[src/rtl/mpu_pkg.sv]
// rtl/mpu_pkg.sv - shared MPU types, sizes and load/store controller definitions
package mpu_pkg;

    // Global matrix geometry
    localparam int MATRIX_REG_SIZE = 1;
    localparam int MPU_M           = 4;
    localparam int MPU_N           = 4;
    localparam int MBITS           = $clog2(MPU_M);
    localparam int NBITS           = $clog2(MPU_N);

    localparam int CTRL_TIMEOUT_DEFAULT = 64;

    typedef enum logic [1:0] {
        MPU_NOP   = 2'd0,
        MPU_LOAD  = 2'd1,
        MPU_STORE = 2'd2
    } mpu_operation_t;

    typedef enum logic [2:0] {
        IDLE  = 3'd0,
        CHECK = 3'd1,
        LOAD  = 3'd2,
        STORE = 3'd3,
        DONE  = 3'd4,
        ERROR = 3'd5
    } mpu_ctrl_state_t;

    typedef enum logic [2:0] {
        ERR_NONE        = 3'd0,
        ERR_SIZE        = 3'd1,
        ERR_INVALID_REG = 3'd2,
        ERR_MEM         = 3'd3,
        ERR_TIMEOUT     = 3'd4,
        ERR_ILLEGAL_OP  = 3'd5
    } mpu_ctrl_err_t;

    // A dimension is legal when it is non-zero and no larger than the maximum.
    function automatic logic size_bad(input logic [MBITS:0] m, input logic [NBITS:0] n,
                                      input int max_m, input int max_n);
        return (m == '0) || (int'(m) > max_m) || (n == '0) || (int'(n) > max_n);
    endfunction

endpackage

[src/rtl/mpu_ctrl_timeout.sv]
// rtl/mpu_ctrl_timeout.sv - resettable down-counter flagging an overlong enable
//
// Ports: clk, rst (async active-low), load (preset to TIMEOUT_CYCLES-1),
//        en (count down while non-zero), expired (count has reached zero).
module mpu_ctrl_timeout
    import mpu_pkg::*;
#(
    parameter int TIMEOUT_CYCLES = CTRL_TIMEOUT_DEFAULT
) (
    input  logic clk,
    input  logic rst,
    input  logic load,
    input  logic en,
    output logic expired
);

    localparam int CW = $clog2(TIMEOUT_CYCLES);

    logic [CW-1:0] count;

    always_ff @(posedge clk or negedge rst) begin
        if (!rst) begin
            count <= '0;
        end else if (load) begin
            count <= CW'(TIMEOUT_CYCLES - 1);
        end else if (en && (count != '0)) begin
            count <= count - 1'b1;
        end
    end

    // Preset to N-1 on entry, so zero is reached in the N-th enabled cycle.
    assign expired = (count == '0);

endmodule

[src/rtl/mpu_ls_controller.sv]
// rtl/mpu_ls_controller.sv - sequencer for the MPU load/store datapath
//
// Ports: clk, rst (async active-low); op_valid_in/op_ready_out handshake with
//        op_in, op_addr_in, op_m_in, op_n_in; load_en_out/store_en_out enables;
//        mem_load_ack_in, mem_load_error_in, reg_store_complete_in responses;
//        ctrl_addr_out/ctrl_m_out/ctrl_n_out latched operands; done_out and
//        error_out pulses with error_code_out; reg_valid_out scoreboard.
module mpu_ls_controller
    import mpu_pkg::*;
#(
    parameter int NUM_REGS       = 2**MATRIX_REG_SIZE,
    parameter int TIMEOUT_CYCLES = CTRL_TIMEOUT_DEFAULT,
    parameter int M              = MPU_M,
    parameter int N              = MPU_N
) (
    input  logic                       clk,
    input  logic                       rst,
    input  logic                       op_valid_in,
    output logic                       op_ready_out,
    input  mpu_operation_t             op_in,
    input  logic [MATRIX_REG_SIZE-1:0] op_addr_in,
    input  logic [MBITS:0]             op_m_in,
    input  logic [NBITS:0]             op_n_in,
    output logic                       load_en_out,
    output logic                       store_en_out,
    input  logic                       mem_load_ack_in,
    input  logic                       mem_load_error_in,
    input  logic                       reg_store_complete_in,
    output logic [MATRIX_REG_SIZE-1:0] ctrl_addr_out,
    output logic [MBITS:0]             ctrl_m_out,
    output logic [NBITS:0]             ctrl_n_out,
    output logic                       done_out,
    output logic                       error_out,
    output logic [2:0]                 error_code_out,
    output logic [NUM_REGS-1:0]        reg_valid_out
);

    mpu_ctrl_state_t state_q, state_d;
    mpu_operation_t  ctrl_op;
    mpu_ctrl_err_t   err_q, err_d;
    logic            err_set;
    logic            set_valid;
    logic            tmo_load, tmo_en, tmo_expired;
    logic            accept;

    assign accept         = (state_q == IDLE) && op_valid_in && op_ready_out;
    assign error_code_out = err_q;

    mpu_ctrl_timeout #(
        .TIMEOUT_CYCLES(TIMEOUT_CYCLES)
    ) u_timeout (
        .clk    (clk),
        .rst    (rst),
        .load   (tmo_load),
        .en     (tmo_en),
        .expired(tmo_expired)
    );

    always_comb begin
        state_d   = state_q;
        err_d     = ERR_NONE;
        err_set   = 1'b0;
        set_valid = 1'b0;
        tmo_load  = 1'b0;
        tmo_en    = 1'b0;
        case (state_q)
            IDLE: begin
                if (accept) state_d = CHECK;
            end
            CHECK: begin
                tmo_load = 1'b1;
                case (ctrl_op)
                    MPU_NOP: state_d = DONE;
                    MPU_LOAD, MPU_STORE: begin
                        if (size_bad(ctrl_m_out, ctrl_n_out, M, N)) begin
                            state_d = ERROR;
                            err_d   = ERR_SIZE;
                            err_set = 1'b1;
                        end else if ((ctrl_op == MPU_STORE) && !reg_valid_out[ctrl_addr_out]) begin
                            state_d = ERROR;
                            err_d   = ERR_INVALID_REG;
                            err_set = 1'b1;
                        end else begin
                            state_d = (ctrl_op == MPU_LOAD) ? LOAD : STORE;
                        end
                    end
                    default: begin
                        state_d = ERROR;
                        err_d   = ERR_ILLEGAL_OP;
                        err_set = 1'b1;
                    end
                endcase
            end
            LOAD: begin
                tmo_en = 1'b1;
                // Error beats ack; ack beats a timeout landing in the same cycle.
                if (mem_load_error_in) begin
                    state_d = ERROR;
                    err_d   = ERR_MEM;
                    err_set = 1'b1;
                end else if (mem_load_ack_in) begin
                    state_d   = DONE;
                    set_valid = 1'b1;
                end else if (tmo_expired) begin
                    state_d = ERROR;
                    err_d   = ERR_TIMEOUT;
                    err_set = 1'b1;
                end
            end
            STORE: begin
                tmo_en = 1'b1;
                if (reg_store_complete_in) begin
                    state_d = DONE;
                end else if (tmo_expired) begin
                    state_d = ERROR;
                    err_d   = ERR_TIMEOUT;
                    err_set = 1'b1;
                end
            end
            DONE:    state_d = IDLE;
            ERROR:   state_d = IDLE;
            default: state_d = IDLE;
        endcase
    end

    // Outputs are registered from the next state, so they line up with the
    // state register and all drop asynchronously on reset.
    always_ff @(posedge clk or negedge rst) begin
        if (!rst) begin
            state_q       <= IDLE;
            op_ready_out  <= 1'b0;
            load_en_out   <= 1'b0;
            store_en_out  <= 1'b0;
            done_out      <= 1'b0;
            error_out     <= 1'b0;
            err_q         <= ERR_NONE;
            reg_valid_out <= '0;
            ctrl_op       <= MPU_NOP;
            ctrl_addr_out <= '0;
            ctrl_m_out    <= '0;
            ctrl_n_out    <= '0;
        end else begin
            state_q      <= state_d;
            op_ready_out <= (state_d == IDLE);
            load_en_out  <= (state_d == LOAD);
            store_en_out <= (state_d == STORE);
            done_out     <= (state_d == DONE);
            error_out    <= (state_d == ERROR);
            if (accept) begin
                ctrl_op       <= op_in;
                ctrl_addr_out <= op_addr_in;
                ctrl_m_out    <= op_m_in;
                ctrl_n_out    <= op_n_in;
                err_q         <= ERR_NONE;
            end else if (err_set) begin
                err_q <= err_d;
            end
            if (set_valid) reg_valid_out[ctrl_addr_out] <= 1'b1;
        end
    end

endmodule
[config.mk]
export PLATFORM = sky130hd
export DESIGN_NAME = mpu_ls_controller
export DESIGN_NICKNAME = d
export VERILOG_FILES = /design/src/rtl/mpu_pkg.sv /design/src/rtl/mpu_ctrl_timeout.sv /design/src/rtl/mpu_ls_controller.sv
export SDC_FILE = /design/constraint.sdc
export NUM_CORES = 1
export LEC_CHECK = 0
export BUFFER_PORTS_ARGS = -buffer_cell sky130_fd_sc_hd__buf_2
export CORE_UTILIZATION = 48
export DETAILED_ROUTE_END_ITERATION = 16
export PLACE_DENSITY_LB_ADDON = 0.1
export SYNTH_ARGS = -nofsm -noshare
export SYNTH_HDL_FRONTEND = slang
export SYNTH_HIERARCHICAL = 1
export SYNTH_SLANG_ARGS = --single-unit
[constraint.sdc]
create_clock -name clk -period 2.4 [get_ports clk]
set_clock_uncertainty 0.2 [all_clocks]
set_input_delay 0.24 -clock clk [delete_from_list [all_inputs] [get_ports clk]]
set_output_delay 0.24 -clock clk [all_outputs]
set_load 0.05 [all_outputs]
==> flow_metrics.tcl <==
set metrics [dict create \
    globalRouteTotalUtil_pct 22.19 \
    p_per_area_nw_per_um2 1301 \
    syn_nets 157 \
    grt_max_degree 29 \
    async_flop_share_pct 100.0 \
    grt_pass1_vias 1297 \
    max_stage_delay_ns 0.51 \
    required_ns 2.49 \
    syn_inst 136 \
    critPathTopFamily "simple AND/OR/NAND/NOR gates" \
    nNetsFinal 212 \
    via_per_inst 5.701 \
    fillers 225 \
    critical_path.startpoint "ctrl_op[0]" \
    netlist_area_sq_um 1470 \
    area_growth_pct 29.45 \
    place_area_sq_um 1703 \
    worst_slew_pin_slew_ns 0.6297 \
    path_cells "inv_1 > ha_1 > o2111ai_2 > or4b_4 > o31a_1 > inv_2 > and3_1" \
    dr.pass1.iters 6 \
    cts_sinks 28 \
    min_from "mem_load_error_in" \
    hp-class "input pin to flip-flop" \
    cts_tree "done" \
    cp-end-kind "flip-flop" \
    path_class "flip-flop to flip-flop" \
    multi_input_area_sq_um 748.2 \
    drc_errors 0 \
    drt_wl_total_um 3276 \
    grt_pass1_wl_um 5589 \
    io-pin-count 32 \
    hold_violations 0 \
    setup_viol 0 \
    hold_path_depth 4 \
    post_drt_wl_per_cell_um 14.82 \
    rrSetupSlack_ns 0.08 \
    grt_overflow 0 \
    clockRootBuffer "clkbuf_4" \
    die_w_um 57.34 \
    ant_nets 0 \
    clk_latency_ns 0.33 \
    syn_area_per_cell_sq_um 10.81 \
    slew_headroom_pct 57.93 \
    synthDistinctLibCells 46 \
    rows 19 \
    yosysTopAreaCell "dfrtp_1" \
    netlist.area_leader.share_pct 47.66 \
    period_needed_ns 2.322 \
    fin_crit_sh_pct 96.76 \
    gp_congestion 0.9220 \
    cp.arrival_ns 2.41 \
    final_cell_area_sq_um 1903 \
    vias 1260 \
    drtIter0Drc 72 \
    report.final.slew_viol_count 0 \
    die-area_sq_um 3288 \
    status "finished clean" \
    cap_violations 0 \
    drive_gt1_share_pct 37.37 \
    critPathBufInv 2 \
    core_area_sq_um 2829 \
    cts_buffer_depth 2 \
    vdd_drop_max_uv 821.1 \
    fmax_ghz 0.4306 \
    r2r_end "store_en_out" \
    synth_most_common_cell "dfrtp_1" \
    port_buffers 31 \
    leakagePower_nw 0.8833 \
    synth_common_cells "28 x dfrtp_1, 9 x nand2_1, 8 x inv_1" \
    synth_edf_count 0 \
    cts-htree-levels 1 \
    die_height_um 57.34 \
    worstRegToRegCells 7 \
    antenna_found_initial 0 \
    utilization_pct 67.27 \
    clk_pin_slew_ns 0.14 \
    start_kind "flip-flop" \
    dp_hpwl_um 2380 \
    crit_fanout 4 \
    numCtsBuffers 3 \
    synth_warnings 6 \
    timing.rr.start "ctrl_op[0]" \
    synth.yosys.seq_area_share_pct 47.66 \
    synth_area_leaders "dfrtp_1 48%, mux2_2 5.4%, ha_1 5.1%" \
    num_antenna_cells 0 \
    ys_ff_latch 28 \
    holdPathEnd "reg_valid_out[0]" \
    start_util_pct 51.97 \
    slowest_stage "or4b_4" \
    ff_latch_area_sq_um 700.7 \
    synth_ff_type "dfrtp_1" \
]
==> repair_timing <==
item                                    CTS  global route
pin swaps                                 0             1
resized for setup                         1             6
endpoints found under the setup margin    1             5
hold buffers                             10             0
cloned                                    0             0
hold endpoints to repair                 37             0
setup buffers                             0             5
==> tightest hold or removal path, cell delays in order <==
cell      delay (ns)
buf_2           0.09
nor3b_1         0.09
nand2_1         0.09
o21bai_1        0.05
==> report_power, final <==
part           switching [mW]  internal (mW)
logic                   0.928          0.524
registers               0.152          0.639
clock network           0.140         0.0931
total                    1.22           1.26
==> final cells by class <==
type                            count  share of cell area, %
Tap cell                           31                  2.038
Multi-Input combinational cell     96                  39.32
Clock buffer                        4                  1.907
Timing Repair Buffer               53                  18.15
Sequential cell                    28                  36.82
Inverter                            9                  1.775
==> kinds of logic (layout without fill, tap and decap cells) <==
kind of cell | Yosys count | in the layout | share of synthesized area [%]
and+or+nand+nor | 47 | 47 | 19.23
buffers and inverters | 12 | 66 | 3.659
DFF | 28 | 28 | 47.66
AOI/OAI and AO/OA | 34 | 34 | 17.62
adders and majority gates | 6 | 6 | 5.106
muxes | 9 | 9 | 6.724
==> metrics by stage <==
step	worst slack [ns]	total power, mW	setup TNS (ns)	cells	hold slack, ns
2_1_floorplan	0.04702	1.787	0	136	-0.2556
3_3_place_gp	0.09237	2.094	0	202	0.08226
3_5_place_dp	0.04391	2.141	0	202	0.09367
4_1_cts	0.03615	2.393	0	216	0.03097
5_1_grt	-0.01090	2.626	-0.02547	221	0.09493
6_report	0.07769	2.476	0	221	0.05475
==> sequential cells by signal, summed over array words and instances, names as in the netlist <==
name,cells
ctrl_addr_out,1
ctrl_m_out,3
ctrl_n_out,3
ctrl_op,2
done_out,1
error_code_out,3
error_out,1
load_en_out,1
op_ready_out,1
reg_valid_out,2
state_q,3
store_en_out,1
u_timeout/count,6
==> cells in the final DEF (no fill, tap or decap), types with 3 or more instances in the layout <==
cell type / n
o211ai_1: 3
o31ai_1: 4
ha_1: 5
buf_4: 12
nor2b_1: 3
o21ai_0: 5
a21oi_1: 5
buf_2: 31
nor2_1: 4
nand2b_1: 4
inv_1: 7
mux2_2: 7
dfrtp_1: 28
or3_1: 3
clkbuf_4: 3
dlygate4sd3_1: 10
nand2_1: 9
nor3_1: 5
==> routing by layer <==
layer / share of wire (%) / global-route usage (%)
met2: 53 / 40.03
met3: 2.6 / 2.721
met5: 0 / 0
met4: 3.0 / 10.80
met1: 42 / 25.93
==> worst max-delay path by stage <==
stage,cells past startpoint,endpoint,slack (ns)
2_1_floorplan,5,error_out,0.05
6_report,7,store_en_out,0.08
4_1_cts,6,load_en_out,0.04
3_3_place_gp,6,error_out,0.09
5_1_grt,8,op_ready_out,-0.01
3_5_place_dp,9,error_out,0.04
(Power assumes the default switching activity.)
